--- src/rtl/risc_pkg.sv ---
// Shared decode-stage constants and the immediate-sequencer state type.
package risc_pkg;
    localparam int IMM_DW   = 24;
    localparam int IMM_BW   = 8;
    localparam int IMM_MAXB = 3;

    typedef enum logic [1:0] {
        IDLE = 2'd0,
        ACC  = 2'd1,
        HOLD = 2'd2
    } imm_st_t;
endpackage

--- src/rtl/imm_prefix_ctrl_if.sv ---
// Byte-in / operand-out handshake bundle between decode and the immediate sequencer.
interface imm_prefix_ctrl_if;
    logic                         in_valid;
    logic                         in_ready;
    logic [risc_pkg::IMM_BW-1:0]  in_byte;
    logic                         in_more;
    logic                         in_zext;
    logic                         out_valid;
    logic                         out_ready;
    logic [risc_pkg::IMM_DW-1:0]  out_imm;
    logic                         out_err;

    modport master (
        output in_valid, in_byte, in_more, in_zext, out_ready,
        input  in_ready, out_valid, out_imm, out_err
    );
    modport slave (
        input  in_valid, in_byte, in_more, in_zext, out_ready,
        output in_ready, out_valid, out_imm, out_err
    );
endinterface

--- src/rtl/imm_byte_ext.sv ---
// Widens one immediate byte to operand width, sign- or zero-extended.
module imm_byte_ext
    import risc_pkg::*;
#(
    parameter int DW = IMM_DW,
    parameter int BW = IMM_BW
) (
    input  logic [BW-1:0] data,
    input  logic          zext,
    output logic [DW-1:0] ext
);
    assign ext = zext ? {{(DW-BW){1'b0}}, data}
                      : {{(DW-BW){data[BW-1]}}, data};
endmodule

--- src/rtl/imm_prefix_ctrl.sv ---
// Assembles MSB-first immediate bytes into one operand and presents it to execute.
module imm_prefix_ctrl
    import risc_pkg::*;
#(
    parameter int DW   = IMM_DW,
    parameter int BW   = IMM_BW,
    parameter int MAXB = IMM_MAXB
) (
    input  logic             clk,
    input  logic             rst,
    input  logic             flush,
    imm_prefix_ctrl_if.slave bus
);
    localparam int CW = $clog2(MAXB + 1);

    imm_st_t       st;
    logic [DW-1:0] acc;
    logic [CW-1:0] cnt;
    logic [DW-1:0] ext;
    logic [DW-1:0] nxt_acc;
    logic [CW-1:0] nxt_cnt;
    logic          accept;
    logic          drain;
    logic          first;
    logic          last;

    imm_byte_ext #(.DW(DW), .BW(BW)) u_ext (
        .data (bus.in_byte),
        .zext (bus.in_zext),
        .ext  (ext)
    );

    // No in_valid term here, so ready never depends on the producer.
    assign bus.in_ready = !flush && (!bus.out_valid || bus.out_ready);
    assign accept       = bus.in_valid && bus.in_ready;
    assign drain        = bus.out_valid && bus.out_ready;

    // Anything not mid-operand starts a fresh operand, including a HOLD drain.
    assign first   = (st != ACC);
    assign nxt_acc = first ? ext : {acc[DW-BW-1:0], bus.in_byte};
    assign nxt_cnt = first ? CW'(1) : cnt + CW'(1);
    assign last    = !bus.in_more || (nxt_cnt == CW'(MAXB));

    always_ff @(posedge clk) begin
        if (rst) begin
            st            <= IDLE;
            acc           <= '0;
            cnt           <= '0;
            bus.out_valid <= 1'b0;
            bus.out_imm   <= '0;
            bus.out_err   <= 1'b0;
        end else if (flush) begin
            st            <= IDLE;
            acc           <= '0;
            cnt           <= '0;
            bus.out_valid <= 1'b0;
            bus.out_imm   <= '0;
            bus.out_err   <= 1'b0;
        end else if (accept) begin
            acc <= nxt_acc;
            if (last) begin
                // Overlength shows up as a third byte still claiming more.
                st            <= HOLD;
                cnt           <= '0;
                bus.out_valid <= 1'b1;
                bus.out_imm   <= nxt_acc;
                bus.out_err   <= bus.in_more;
            end else begin
                st            <= ACC;
                cnt           <= nxt_cnt;
                bus.out_valid <= 1'b0;
                bus.out_err   <= 1'b0;
            end
        end else if (drain) begin
            st            <= IDLE;
            cnt           <= '0;
            bus.out_valid <= 1'b0;
            bus.out_err   <= 1'b0;
        end
    end
endmodule

--- src/flat_wrapper.sv ---
// flat-port wrapper written by rule: the top's interface ports become plain ports
module imm_prefix_ctrl_flat import risc_pkg::*;
#(
    parameter int DW   = IMM_DW,
    parameter int BW   = IMM_BW,
    parameter int MAXB = IMM_MAXB
)
  (clk, rst, flush, bus_in_valid, bus_in_byte, bus_in_more, bus_in_zext, bus_out_ready, bus_in_ready, bus_out_valid, bus_out_imm, bus_out_err);
  imm_prefix_ctrl_if bus_i ();
  input  logic clk;
  input  logic rst;
  input  logic flush;
  input wire logic [$bits(bus_i.in_valid)-1:0] bus_in_valid;
  input wire logic [$bits(bus_i.in_byte)-1:0] bus_in_byte;
  input wire logic [$bits(bus_i.in_more)-1:0] bus_in_more;
  input wire logic [$bits(bus_i.in_zext)-1:0] bus_in_zext;
  input wire logic [$bits(bus_i.out_ready)-1:0] bus_out_ready;
  output wire logic [$bits(bus_i.in_ready)-1:0] bus_in_ready;
  output wire logic [$bits(bus_i.out_valid)-1:0] bus_out_valid;
  output wire logic [$bits(bus_i.out_imm)-1:0] bus_out_imm;
  output wire logic [$bits(bus_i.out_err)-1:0] bus_out_err;
  assign bus_i.in_valid = bus_in_valid;
  assign bus_i.in_byte = bus_in_byte;
  assign bus_i.in_more = bus_in_more;
  assign bus_i.in_zext = bus_in_zext;
  assign bus_i.out_ready = bus_out_ready;
  assign bus_in_ready = bus_i.in_ready;
  assign bus_out_valid = bus_i.out_valid;
  assign bus_out_imm = bus_i.out_imm;
  assign bus_out_err = bus_i.out_err;
  imm_prefix_ctrl #(.DW(DW), .BW(BW), .MAXB(MAXB)) u_core (.clk(clk), .rst(rst), .flush(flush), .bus(bus_i));
endmodule
--- config.mk ---
export PLATFORM = sky130hd
export DESIGN_NAME = imm_prefix_ctrl_flat
export DESIGN_NICKNAME = d
export VERILOG_FILES = /design/src/rtl/risc_pkg.sv /design/src/rtl/imm_prefix_ctrl_if.sv /design/src/rtl/imm_byte_ext.sv /design/src/rtl/imm_prefix_ctrl.sv /design/src/flat_wrapper.sv
export SDC_FILE = /design/constraint.sdc
export NUM_CORES = 1
export LEC_CHECK = 0
export BUFFER_PORTS_ARGS = -buffer_cell sky130_fd_sc_hd__buf_2
export CAP_MARGIN = 30
export CORE_MARGIN = 2
export CORE_UTILIZATION = 49
export DETAILED_ROUTE_END_ITERATION = 10
export GPL_ROUTABILITY_DRIVEN = 1
export PLACE_DENSITY = 0.76
export SYNTH_ARGS = -nofsm -noshare
export SYNTH_HDL_FRONTEND = slang
export SYNTH_HIERARCHICAL = 1
export SYNTH_SLANG_ARGS = --single-unit
--- constraint.sdc ---
create_clock -name clk -period 1.33 [get_ports clk]
set_input_delay 0.133 -clock clk [delete_from_list [all_inputs] [get_ports clk]]
set_output_delay 0.133 -clock clk [all_outputs]
set_load 0.05 [all_outputs]
==> metrics.csv <==
stage,metric,value,unit
worst_setup_path,Critical Path Start Type,flop,
clocking,clock buffers created by TritonCTS,5,
die,Die Width,70.8,um
die,Core ar.,4320,um^2
power,net load switching power,0.810,mW
sta,final critical path time including I/O delays and setup,1.50,ns
synth,share of synthesized area spent on multiplexers,11.0,%
power,internal power,1.95,mW
sta,total of endpoints with negative setup slack in the final report,25,
synth,dominant combinational cell family by area after synthesis,compound AO/OA/AOI/OAI gates,
cells_and_area,fraction of final layout cells with drive strength greater than 1,54.6,%
sta,period utilisation layout,113,%
clocking,CTS root buf,sky130_fd_sc_hd__clkbuf_8,
power,clock share of power,31.7,%
worst_setup_path,slack of the worst reg-to-reg path,-0.17,ns
power,PD cells,972,nW/um^2
clocking,CTS tree,built,
placement,# port buffers,41,
worst_setup_path,Worst Setup EP,u_core/bus.out_imm[0]$_SDFFE_PP0P_,
die,y dimension of the die,70.8,um
worst_setup_path,required time reported for the critical path endpoint,1.57,ns
die,starting density of the core,50.6,%
worst_setup_path,Reg2Reg Capture Point,u_core/bus.out_imm[0]$_SDFFE_PP0P_,
route,ratio of routed vias to standard cells,5.38,
clocking,CTS hold repair buffers,0,
sta,final setup skew,0.0103,ns
flow_run,number of violations of the max-capacitance limit,0,
clocking,clock slew at the register clock pins of the worst setup and hold paths,0.10,ns
synth,Yosys warning count,6,
synth,number of nets in the synthesized netlist,227,
route,via count,1629,
global_route,wire length of the first global-routing pass,7.75,mm
synth,Post-Synthesis Mean Instance Area,10.3,um^2
placement,Inst Count DP,283,
global_route,number of global-route vias before repair,1582,
cells_and_area,# nets final,265,
clocking,clock tree buffer depth,2,
placement,last weighted congestion value of the routability-driven placer,0.844,
power,sequential fraction of design power,50.7,%
sta,Final Hold Vio Count,0,
cells_and_area,area delta synth->final,29.9,%
clocking,clock insertion delay at the later pin of the skew report,0.31,ns
global_route,number of antenna violations at the first check in global routing,0,
min_path,kind of path behind the tightest hold check,primary input to flop,
cells_and_area,number of diodes,0,
die,number of rows created at floorplan,24,
placement,cell area after placement,2410,um^2
global_route,maximum number of pins on one net before global-route repair,46,
route,DR WL/cell,16.0,um
synth,Synth Cell Area,2190,um^2
placement,worst setup timing slack at the placement stage,-0.142,ns
route,remaining antenna violation count after routing,0,
worst_setup_path,worst setup path start,u_core/cnt[0]$_SDFFE_PP0P_,
synth,"arithmetic-cell share of the synthesized area counting full adders, half adders and majority gates",0,%
placement,placed wire-length estimate after detailed placement,2.70,mm
sta,highest achievable clock rate,0.667,GHz
synth,xor and xnor area share after synthesis,0,%
die,count of boundary I/O pins,42,
route,final routed wirelength across all metal layers,4.85,mm
status,outcome,"finished, violations left",
sta,final number of max-transition violations,0,
route,DRC violation count after routing,0,
sta,least setup slack across all paths after layout,-0.170,ns
power,switching part of the total,29.3,%
worst_setup_path,number of cell instances on the worst register-to-register path,6,
sta,setup repair after global routing missed its margin,true,
synth,Cells after Synth,212,
cells_and_area,number of fill cells,314,
synth,"synthesized-area fraction occupied by ao, oa, aoi and oai cells",22.3,%
synth,portion of the post-synthesis area used by sequential elements,41.2,%
worst_setup_path,startpoint of the lowest-slack register-to-register path,u_core/cnt[0]$_SDFFE_PP0P_,
synth,number of storage elements in the synthesis netlist,45,
synth,unique cell type count in the Yosys netlist,24,
route,1st-iter DRT viols,99,
synth,simple logic cell fraction of the synthesized area,12.7,%
clocking,number of sinks handled by clock tree synthesis,45,
power,"IR drop worst, VDD",0.702,mV
worst_setup_path,category of the most critical setup path,flop to flop,
die,Total Die Area,5010,um^2
worst_setup_path,Crit. End Element,flop,
status,failing checks,negative setup slack,
clocking,number of H-tree levels,2,
sta,tightest slew margin relative to the limit,82.9,%
power,combinational share of power,17.6,%
power,static leakage power,1.14,nW
route,count of TritonRoute iterations in the first routing pass,4,
cells_and_area,non-filler instance count after layout,303,
worst_setup_path,Worst Path Max Fanout,4,
power,Overall Power,2.76,mW
global_route,overflow left after global routing,0,
global_route,global routing usage summed across all routing layers,19.5,%
cells_and_area,total non-filler cell area in the finished layout,2840,um^2
sta,actual slew at the worst max-slew pin,0.251,ns
worst_setup_path,arrival time of the worst setup path,1.74,ns
## kinds of logic (layout without fill, tap and decap cells)
group	count (synthesis)	in the layout
compound gates	47	47
buf+inv	39	78
flops	45	45
mux	24	24
simple gates	57	57
## per-layer routing
metal	vias up	track usage (%)	wire [um]	part of all wire (%)
met5	-	0	0	0
met4	0	7.55	67	1.4
met3	5	3.70	206	4.2
met2	40	29.9	2350	48
met1	779	27.4	2230	46
li1	805	-	-	-
## flip-flops by register name, summed over array words and instances (netlist names)
| register | count |
|---|---|
| u_core/bus.out_imm | 24 |
| u_core/cnt | 2 |
| u_core/bus.out_valid | 1 |
| u_core/acc | 16 |
| u_core/st | 1 |
| u_core/bus.out_err | 1 |
## cell usage after synthesis
library cell | n | area, um^2
sky130_fd_sc_hd__a211oi_4 | 1 | 20.0
sky130_fd_sc_hd__nor4b_1 | 1 | 8.76
sky130_fd_sc_hd__buf_6 | 3 | 33.8
sky130_fd_sc_hd__nand4bb_4 | 1 | 27.5
sky130_fd_sc_hd__nor2_2 | 3 | 18.8
sky130_fd_sc_hd__nor2b_4 | 1 | 13.8
sky130_fd_sc_hd__buf_8 | 1 | 15.0
sky130_fd_sc_hd__a21oi_1 | 1 | 5.00
sky130_fd_sc_hd__buf_2 | 3 | 15.0
sky130_fd_sc_hd__a32oi_1 | 3 | 26.3
sky130_fd_sc_hd__a211oi_1 | 16 | 120
sky130_fd_sc_hd__mux2i_1 | 24 | 240
sky130_fd_sc_hd__nor2_1 | 45 | 169
sky130_fd_sc_hd__nand2b_1 | 2 | 12.5
sky130_fd_sc_hd__nand2_1 | 1 | 3.75
sky130_fd_sc_hd__nor3b_1 | 1 | 7.51
sky130_fd_sc_hd__o21a_1 | 1 | 7.51
sky130_fd_sc_hd__dfxtp_1 | 45 | 901
sky130_fd_sc_hd__or2_2 | 1 | 6.26
sky130_fd_sc_hd__and2b_4 | 1 | 10.0
sky130_fd_sc_hd__clkbuf_1 | 6 | 22.5
sky130_fd_sc_hd__a211oi_2 | 24 | 300
sky130_fd_sc_hd__o21bai_1 | 1 | 7.51
sky130_fd_sc_hd__buf_4 | 26 | 195
## repair_timing
action                                  in CTS  in global routing
buffers inserted                             6                  0
gates cloned                                 5                  2
pin swaps                                    0                  3
endpoints found under the setup margin      30                 44
gates resized for setup                     14                 25
## worst max-delay path: stages, from the launching register on
cell and delay [ns]:
sky130_fd_sc_hd__dfxtp_2 0.33, sky130_fd_sc_hd__nand4bb_4 0.24, sky130_fd_sc_hd__a211oi_4 0.33, sky130_fd_sc_hd__buf_4 0.19, sky130_fd_sc_hd__buf_2 0.16, sky130_fd_sc_hd__nor2_1 0.06
sky130_fd_sc_hd__a211oi_2 0.13
## through the flow
stage               TNS [ns]  hold slack, ns  util [%]
global placement      -0.800           0.468      55.8
finish                 -3.23           0.187      65.7
CTS                    -2.32           0.176      61.8
floorplan              -2.05           0.301         -
global route           -5.13           0.197      65.7
detailed placement     -1.96           0.484      55.8
## layout make-up
class | instances | area (um^2) | share of cell area, %
tap | 52 | 65.1 | 2.29
clock inverter | 3 | 20.0 | 0.705
timing repair buffer | 70 | 599 | 21.1
sequential | 45 | 907 | 31.9
multi-input combinational | 128 | 1180 | 41.5
clock buffer | 5 | 68.8 | 2.42
## cells in the final DEF (no fill, tap or decap), types with 3 or more instances in the layout
cell type,instances
sky130_fd_sc_hd__buf_16,3
sky130_fd_sc_hd__a211oi_2,27
sky130_fd_sc_hd__buf_12,5
sky130_fd_sc_hd__mux2i_4,7
sky130_fd_sc_hd__mux2i_2,8
sky130_fd_sc_hd__buf_2,41
sky130_fd_sc_hd__a211oi_1,13
sky130_fd_sc_hd__a32oi_1,3
sky130_fd_sc_hd__nor2_1,41
sky130_fd_sc_hd__nor2_2,5
sky130_fd_sc_hd__clkbuf_8,5
sky130_fd_sc_hd__buf_4,14
sky130_fd_sc_hd__dfxtp_1,42
sky130_fd_sc_hd__mux2i_1,9
sky130_fd_sc_hd__buf_6,3
## power groups by stage
stage | Clock, mW | Sequential, mW | Combinational (mW)
global placement | 0 | 1.43 | 0.387
global route | 0.940 | 1.41 | 0.517
CTS | 0.891 | 1.40 | 0.445
finish | 0.875 | 1.40 | 0.485
detailed placement | 0 | 1.43 | 0.395
floorplan | 0 | 1.49 | 0.272
## worst min path at each step
stage,startpoint,to,slack [ns],depth (start not counted)
finish,bus_in_more,u_core/cnt[1]$_SDFFE_PP0P_,0.19,3
global route,bus_in_more,u_core/cnt[1]$_SDFFE_PP0P_,0.20,3
CTS,bus_in_more,u_core/cnt[1]$_SDFFE_PP0P_,0.18,3
detailed placement,u_core/bus.out_err$_SDFFE_PP0P_,u_core/bus.out_err$_SDFFE_PP0P_,0.48,2
global placement,u_core/bus.out_err$_SDFFE_PP0P_,u_core/bus.out_err$_SDFFE_PP0P_,0.47,2
floorplan,bus_in_more,u_core/cnt[0]$_SDFFE_PP0P_,0.30,2
(Power assumes the default switching activity.)
